<file path="src/rtl/qpu_exu_trigger_timer.sv">
// Experiment timebase and per-channel event capture for the QPU execute event/time queue.
// Optional QPU_TRIG_TIMESTAMP_EN adds chan_ts_o, holding time_o sampled at each channel load.
module qpu_exu_trigger_timer #(
   parameter  int TIME_W   = 16,
   parameter  int QI_NUM   = 2,
   parameter  int QI_W     = 8,
   parameter  int MEAS_NUM = 1,
   parameter  int MEAS_W   = 4,
   localparam int EVT_NUM  = QI_NUM + MEAS_NUM,
   localparam int EVT_DW   = QI_NUM*QI_W + MEAS_NUM*MEAS_W
) (
   input  logic                  clk,
   input  logic                  rst,
   input  logic                  start_i,
   input  logic                  stop_i,
   input  logic                  clk_ena_i,
   input  logic [EVT_NUM-1:0]    evt_vld_i,
   input  logic [EVT_DW-1:0]     evt_dat_i,
   input  logic [EVT_NUM-1:0]    chan_rdy_i,
   output logic                  trigger_o,
   output logic [TIME_W-1:0]     time_o,
   output logic [EVT_NUM-1:0]    chan_vld_o,
   output logic [EVT_DW-1:0]     chan_dat_o,
   output logic                  busy_o,
`ifdef QPU_TRIG_TIMESTAMP_EN
   output logic [EVT_NUM*TIME_W-1:0] chan_ts_o,
`endif
   output logic [EVT_NUM-1:0]    ovf_o
);

   typedef enum logic [1:0] {IDLE = 2'd0, ARM = 2'd1, RUN = 2'd2, DRAIN = 2'd3} state_t;

   state_t state_q, state_nxt;
   logic [EVT_NUM-1:0] load, drop;

   // State register; trigger is registered off the next state so it is high exactly in RUN.
   always_ff @(posedge clk or posedge rst) begin
      if (rst) begin
         state_q   <= IDLE;
         trigger_o <= 1'b0;
      end else begin
         state_q   <= state_nxt;
         trigger_o <= (state_nxt == RUN);
      end
   end

   always_comb begin
      state_nxt = state_q;
      case (state_q)
         IDLE:    if (start_i) state_nxt = ARM;
         ARM:     state_nxt = RUN;
         RUN:     if (stop_i) state_nxt = DRAIN;
         DRAIN:   if (chan_vld_o == '0) state_nxt = IDLE;
         default: state_nxt = IDLE;
      endcase
   end

   always_comb begin
      busy_o = (state_q != IDLE);
   end

   // A held event may be replaced in the same cycle its consumer takes it.
   always_comb begin
      load = '0;
      drop = '0;
      for (int k = 0; k < EVT_NUM; k++) begin
         load[k] = (state_q == RUN) & evt_vld_i[k] & (~chan_vld_o[k] | chan_rdy_i[k]);
         drop[k] = (state_q == RUN) & evt_vld_i[k] & chan_vld_o[k] & ~chan_rdy_i[k];
      end
   end

   always_ff @(posedge clk or posedge rst) begin
      if (rst) begin
         time_o <= '0;
         ovf_o  <= '0;
      end else if (state_q == ARM) begin
         time_o <= '0;
         ovf_o  <= '0;
      end else begin
         if ((state_q == RUN) && clk_ena_i)
            time_o <= time_o + 1'b1;
         ovf_o <= ovf_o | drop;
      end
   end

   always_ff @(posedge clk or posedge rst) begin
      if (rst) begin
         chan_vld_o <= '0;
      end else begin
         for (int k = 0; k < EVT_NUM; k++) begin
            if (load[k])
               chan_vld_o[k] <= 1'b1;
            else if (chan_rdy_i[k])
               chan_vld_o[k] <= 1'b0;
         end
      end
   end

   always_ff @(posedge clk or posedge rst) begin
      if (rst) begin
         chan_dat_o <= '0;
      end else begin
         for (int k = 0; k < QI_NUM; k++)
            if (load[k])
               chan_dat_o[k*QI_W +: QI_W] <= evt_dat_i[k*QI_W +: QI_W];
         for (int m = 0; m < MEAS_NUM; m++)
            if (load[QI_NUM+m])
               chan_dat_o[QI_NUM*QI_W + m*MEAS_W +: MEAS_W] <=
                  evt_dat_i[QI_NUM*QI_W + m*MEAS_W +: MEAS_W];
      end
   end

`ifdef QPU_TRIG_TIMESTAMP_EN
   always_ff @(posedge clk or posedge rst) begin
      if (rst) begin
         chan_ts_o <= '0;
      end else begin
         for (int k = 0; k < EVT_NUM; k++)
            if (load[k])
               chan_ts_o[k*TIME_W +: TIME_W] <= time_o;
      end
   end
`endif

endmodule

</file>
<file path="config.mk">
export PLATFORM = sky130hd
export DESIGN_NAME = qpu_exu_trigger_timer
export DESIGN_NICKNAME = d
export VERILOG_FILES = /design/src/rtl/qpu_exu_trigger_timer.sv
export SDC_FILE = /design/constraint.sdc
export NUM_CORES = 1
export LEC_CHECK = 0
export ABC_CLOCK_PERIOD_IN_PS = 1700
export CORE_UTILIZATION = 25
export CTS_CLUSTER_SIZE = 24
export DETAILED_ROUTE_END_ITERATION = 7
export GPL_TIMING_DRIVEN = 0
export PLACE_DENSITY_LB_ADDON = 0.3
export SETUP_SLACK_MARGIN = 0.3
export SYNTH_ARGS = -nofsm -noshare
export SYNTH_HDL_FRONTEND = slang
export SYNTH_SLANG_ARGS = --single-unit
</file>
<file path="constraint.sdc">
create_clock -name clk -period 1.7 [get_ports clk]
set_input_delay 0.17 -clock clk [delete_from_list [all_inputs] [get_ports clk]]
set_output_delay 0.17 -clock clk [all_outputs]
set_load 0.02 [all_outputs]
</file>
==> results of run 1 <==
==> cells by family (layout without fill, tap and decap cells) <==
group	after synthesis	count (layout)	share of synthesized area, %
and+or+nand+nor	64	64	17.0
DFF	45	45	55.7
muxes	27	27	14.7
AOI/OAI and AO/OA	21	21	6.37
buffers and inverters	16	107	3.46
xor gates and xnor gates	5	5	2.17
adders and majority gates	1	1	0.619
==> cell type report <==
class	count	area, um2
Buffer	9	83.8
Clock buffer	8	90.1
Fill cell	779	4520
Inverter	7	26.3
Multi-Input combinational cell	118	1010
Sequential cell	45	1130
Tap cell	102	128
Timing Repair Buffer	83	773
==> layer usage <==
metal	vias up	GRT usage [%]	routed length, um
li1	808	-	-
met1	822	15.6	2310
met2	45	20.3	2490
met3	4	3.40	257
met4	0	3.26	42
met5	-	0	0
==> final timing paths <==
| kind | to | slack (ns) | cells past startpoint |
|---|---|---|---|
| max in group asynchronous | time_o[3] | 1.01 | 3 |
| max reg2reg | time_o[10] | -0.002 | 6 |
| min in group clk | time_o[2] | 0.29 | 4 |
| max | time_o[10] | -0.002 | 6 |
| min | chan_dat_o[12] | 0.20 | 2 |
| min reg2reg | chan_dat_o[10] | 0.50 | 1 |
==> state kept, by name, indices dropped and copies added (netlist names) <==
| register | flops |
|---|---|
| chan_vld_o | 3 |
| state_q | 2 |
| chan_dat_o | 20 |
| trigger_o | 1 |
| time_o | 16 |
| ovf_o | 3 |
==> power groups by stage <==
stage               combinational, mW  sequential [mW]  clock, mW
floorplan                       0.795             2.14          0
global placement                 2.20             1.72          0
detailed placement               2.23             1.73          0
CTS                              2.06             1.70      0.702
global route                     2.57             1.77      0.735
finish                           2.37             1.71      0.673
==> what timing repair did <==
| action | CTS | global route |
|---|---|---|
| buffers inserted | 6 | 3 |
| gates resized for setup | 55 | 52 |
| gates cloned | 0 | 0 |
| pin swaps | 10 | 8 |
| hold buffers | 0 | 0 |
| setup endpoints to repair | 76 | 38 |
==> cell usage in the layout, fill, tap and decap left out, types with 2 or more instances in the layout <==
master	count
nor3b_1	3
nand4_1	3
xnor2_1	3
and3_4	4
or3_1	2
dfrtp_1	39
mux2i_1	6
nor2_1	7
inv_1	6
nor2_4	2
dlygate4sd2_1	42
nand2b_1	6
nand3_1	4
clkdlybuf4s50_1	29
dfrtp_2	6
buf_4	9
nand4b_1	2
nand2_1	19
mux2_4	20
clkbuf_8	6
buf_6	4
o211ai_1	2
xor2_1	2
o21ai_0	11
clkbuf_2	3
buf_12	2
clkbuf_1	3
==> stage by stage <==
step	setup slack, ns	cell area [um2]	hold WS [ns]	cells
floorplan	0.0110	2060	0.282	179
global placement	-0.677	2920	0.490	354
detailed placement	-0.0740	2940	0.494	355
CTS	-0.0165	3060	0.212	369
global route	-0.0722	3250	0.244	372
finish	-0.00237	3250	0.198	372
==> impl_metrics.env, run 1 <==
export IMPL_ys_seq_elements=45
export IMPL_antenna_found_initial=0
export IMPL_die_h_um=91.9
export IMPL_min_period_ns=1.70
export IMPL_hold_path_class="in2async"
export IMPL_drive_gt1_share_pct=26.3
export IMPL_cp_buffers_inverters=2
export IMPL_crit_slowest_cell="dfrtp_1"
export IMPL_setup_viol=1
export IMPL_rows=32
export IMPL_worstPathArrival_ns=1.92
export IMPL_status="complete, but fails checks"
export IMPL_port_buffers=73
export IMPL_p_int_mw=2.98
export IMPL_switchingPower_mw=1.77
export IMPL_worstSetupPathType="reg2reg"
export IMPL_cts_max_level=2
export IMPL_viasPerCell=4.51
export IMPL_track_usage_pct=12.2
export IMPL_endpoint_kind="flip-flop"
export IMPL_dr_pass1_iters=4
export IMPL_grt_max_degree=27
export IMPL_required_ns=1.92
export IMPL_yosysMostFrequentCell="dfrtp_1"
export IMPL_num_vias=1679
export IMPL_synth_cells=179
export IMPL_critPathLaunch="state_q[0]"
export IMPL_synth_cell_type_count=37
export IMPL_worstPathMaxFanout=5
export IMPL_routedWlPerCell_um=13.7
export IMPL_syn_cell_area_um2=2020
export IMPL_total_power_mw=4.75
export IMPL_setup_slack_ns=-0.00237
export IMPL_clk_pin_slew_worst_paths_ns=0.08
export IMPL_maxCapViolCount=0
export IMPL_slew_viol_final=0
export IMPL_cts_tree="yes"
export IMPL_switching_share_pct=37.2
export IMPL_rsz0062_at_grt="true"
export IMPL_insertion_delay_ns=0.29
export IMPL_totalWireLength_um=5100
export IMPL_grt_pass1_vias=1669
export IMPL_async_flop_share_pct=100
export IMPL_fin_crit_sh_pct=100
export IMPL_area_delta_synth_final_pct=60.6
export IMPL_grt_overflow=0
export IMPL_synth_top_cell_by_area="dfrtp_1"
export IMPL_die_area_um2=8450
export IMPL_clkPwrFrac_pct=14.2
export IMPL_setup_tns_ns=-0.00237
export IMPL_p_seq_share_pct=35.9
export IMPL_dp_hpwl_um=3680
export IMPL_r2r_start="state_q[0]"
export IMPL_core_area_um2=7770
export IMPL_skew_ns=0.00682
export IMPL_ys_seq_area_share_pct=55.7
export IMPL_synth_fp_nets=211
export IMPL_powerDensity_nw_per_um2=1460
export IMPL_final_util_pct=41.8
export IMPL_ant_nets=0
export IMPL_initial_utilization_pct=26.0
export IMPL_max_stage_delay_ns=0.39
export IMPL_combPwrFrac_pct=49.9
export IMPL_hold_viol=0
export IMPL_ir_worst_vdd_v=0.000528
export IMPL_drt_iter0_drc=37
export IMPL_cts_buffers=5
export IMPL_grt_pass1_wl_um=8130
export IMPL_clkSinkCount=45
export IMPL_netlist_area_leader_share_pct=55.7
export IMPL_synthTopCellsByArea="dfrtp_1 56%, mux2_2 12%, nand2_1 3.5%, mux2i_1 3.0%, o21ai_0 2.7%"
export IMPL_gp_congestion=0.727
export IMPL_violations="setup timing"
export IMPL_antenna_cells=0
export IMPL_root_buffer="clkbuf_8"
export IMPL_worst_pin_slew_ns=0.551
export IMPL_top_level_ports=75
export IMPL_avgSynthCellArea_um2=11.3
export IMPL_synth_edff_count=0
export IMPL_maxSlewHeadroom_pct=63.1
export IMPL_synthTopCellsByCount="45 x dfrtp_1, 21 x mux2_2, 19 x nand2_1"
export IMPL_drcViolationCount=0
export IMPL_synth_flop_cell="dfrtp_1"
export IMPL_crit_chain="buf_6 > buf_4 > nand4b_1 > nor3_4 > and3_4 > mux2i_1"
export IMPL_p_leak_nw=1.53
export IMPL_cp_top_family="simple AND/OR/NAND/NOR gates"
export IMPL_ys_warn_count=0
export IMPL_start_kind="flip-flop"
export IMPL_max_freq_mhz=587
export IMPL_die_w_um=91.9
export IMPL_final_nets=301
export IMPL_clockBufferDepth=2
No activity file was read; power rests on OpenSTA's default activity.
==> run 2: changes to the inputs <==
--- a/config.mk
+++ b/config.mk
@@ -11,6 +11,7 @@
 export DETAILED_ROUTE_END_ITERATION = 7
 export GPL_TIMING_DRIVEN = 0
 export PLACE_DENSITY_LB_ADDON = 0.3
+export REMOVE_ABC_BUFFERS = 1
 export SETUP_SLACK_MARGIN = 0.3
 export SYNTH_ARGS = -nofsm -noshare
 export SYNTH_HDL_FRONTEND = slang
==> run 2 against run 1 <==
Net effect: the flow now finishes without violations; global-route usage grew 0.22 points; sequential power is essentially flat; combinational power grew 5%; die area is the same.
==> impl_metrics.env, run 2 (synthesis gave the netlist of run 1 again) <==
export IMPL_status="finished clean"
export IMPL_worstSetupPathType="reg2reg"
export IMPL_ff2ff_path_depth=4
export IMPL_total_power_mw=4.94
export IMPL_drive_gt1_share_pct=28.7
export IMPL_antenna_found_initial=0
export IMPL_dr_wl_met2_um=2370
export IMPL_largest_registers="chan_dat_o: 20 flops, time_o: 16 flops"
export IMPL_clkSinkCount=45
export IMPL_pre_cts_slack_ns=-0.425
export IMPL_hold_viol=0
export IMPL_worst_pin_slew_ns=0.349
export IMPL_gp_congestion=0.758
export IMPL_dr_wl_met3_um=378
export IMPL_grt_max_degree=32
export IMPL_layout_commonest_cell="dfrtp_1"
export IMPL_p_leak_nw=1.58
export IMPL_rrSetupSlack_ns=0.02
export IMPL_setup_slack_ns=0.0212
export IMPL_num_vias=1720
export IMPL_area_delta_synth_final_pct=62.9
export IMPL_max_freq_mhz=596
export IMPL_cts_tree="yes"
export IMPL_grt_overflow=0
export IMPL_start_kind="flip-flop"
export IMPL_maxSlewHeadroom_pct=76.7
export IMPL_totalWireLength_um=5170
export IMPL_clockBufferDepth=2
export IMPL_ant_nets=0
export IMPL_final_util_pct=42.4
export IMPL_fin_area_um2=3290
export IMPL_top_level_ports=75
export IMPL_setup_tns_ns=0
export IMPL_maxCapViolCount=0
export IMPL_endpoint_kind="flip-flop"
export IMPL_rsz0062_at_grt="true"
export IMPL_track_usage_pct=12.4
export IMPL_drt_met1_wl_um=2390
export IMPL_die_w_um=91.9
export IMPL_reg2reg_to="time_o[15]"
export IMPL_largest_register="chan_dat_o"
export IMPL_worstPathArrival_ns=1.90
export IMPL_post_dp_cell_area_um2=2870
export IMPL_worstPathMaxFanout=5
export IMPL_required_ns=1.92
export IMPL_routedWlPerCell_um=13.6
export IMPL_clk_pin_slew_worst_paths_ns=0.09
export IMPL_finalNonFillerCells=381
export IMPL_root_buffer="clkbuf_8"
export IMPL_port_buffers=74
export IMPL_min_period_ns=1.68
export IMPL_top_layer_used="met4"
export IMPL_powerDensity_nw_per_um2=1500
export IMPL_largest_reg_flops=20
export IMPL_core_area_um2=7770
export IMPL_rows=32
export IMPL_hold_worst_slack_ns=0.158
export IMPL_num_fill_cells=760
export IMPL_viasPerCell=4.51
export IMPL_dp_cells=347
export IMPL_die_h_um=91.9
export IMPL_initial_utilization_pct=26.0
export IMPL_cts_max_level=2
export IMPL_grt_pass1_wl_um=8210
export IMPL_grt_pass1_vias=1718
export IMPL_drcViolationCount=0
export IMPL_dp_hpwl_um=3400
export IMPL_drt_iter0_drc=44
export IMPL_antenna_cells=0
export IMPL_skew_ns=0.00493
export IMPL_slew_viol_final=0
export IMPL_cts_buffers=5
export IMPL_insertion_delay_ns=0.29
export IMPL_die_area_um2=8450
export IMPL_dr_pass1_iters=4
export IMPL_final_nets=310
export IMPL_layout_common_cells="40 x dfrtp_1, 39 x dlygate4sd2_1, 29 x clkdlybuf4s50_1"
export IMPL_hold_path_class="in2async"
export IMPL_fin_crit_sh_pct=98.8
export IMPL_r2r_start="state_q[0]"
export IMPL_ir_worst_vdd_v=0.000678
export IMPL_setup_viol=0
run 2: cell type report:
class	count	area [um2]	area share, %
Tap cell	102	128	3.87
Inverter	7	26.3	0.798
Sequential cell	45	1130	34.4
Multi-Input combinational cell	118	996	30.2
Clock buffer	7	96.3	2.92
Timing Repair Buffer	101	911	27.6
Clock inverter	1	5.00	0.152
run 2: worst max-delay path: stages, from the launching register on:
cell      delay [ns]
dfrtp_2         0.44
nand4b_1        0.18
or4_4           0.55
or3_1           0.32
a21oi_1         0.12
run 2: power breakdown:
part           total [mW]  switching (mW)  internal [mW]
Sequential           1.72           0.261           1.46
Combinational        2.48            1.20           1.28
Clock               0.737           0.369          0.368
run 2: layer usage:
metal / track usage [%] / vias to the layer above
met5: 0 / -
met3: 4.31 / 5
met1: 15.9 / 834
met2: 20.1 / 62
li1: - / 819
met4: 3.13 / 0
run 2: worst max-delay path by stage:
stage                          start        endpoint
after floorplan            time_o[3]      time_o[15]
after global placement           rst  chan_dat_o[18]
after detailed placement   clk_ena_i      time_o[10]
after CTS                  time_o[5]      time_o[15]
after global routing      state_q[0]      time_o[15]
final                     state_q[0]      time_o[15]
run 2: repair_timing:
action,in CTS,in global routing
setup endpoints to repair,76,37
hold buffers,0,0
pin swaps,4,10
gates resized for setup,68,35
buffers inserted,17,9
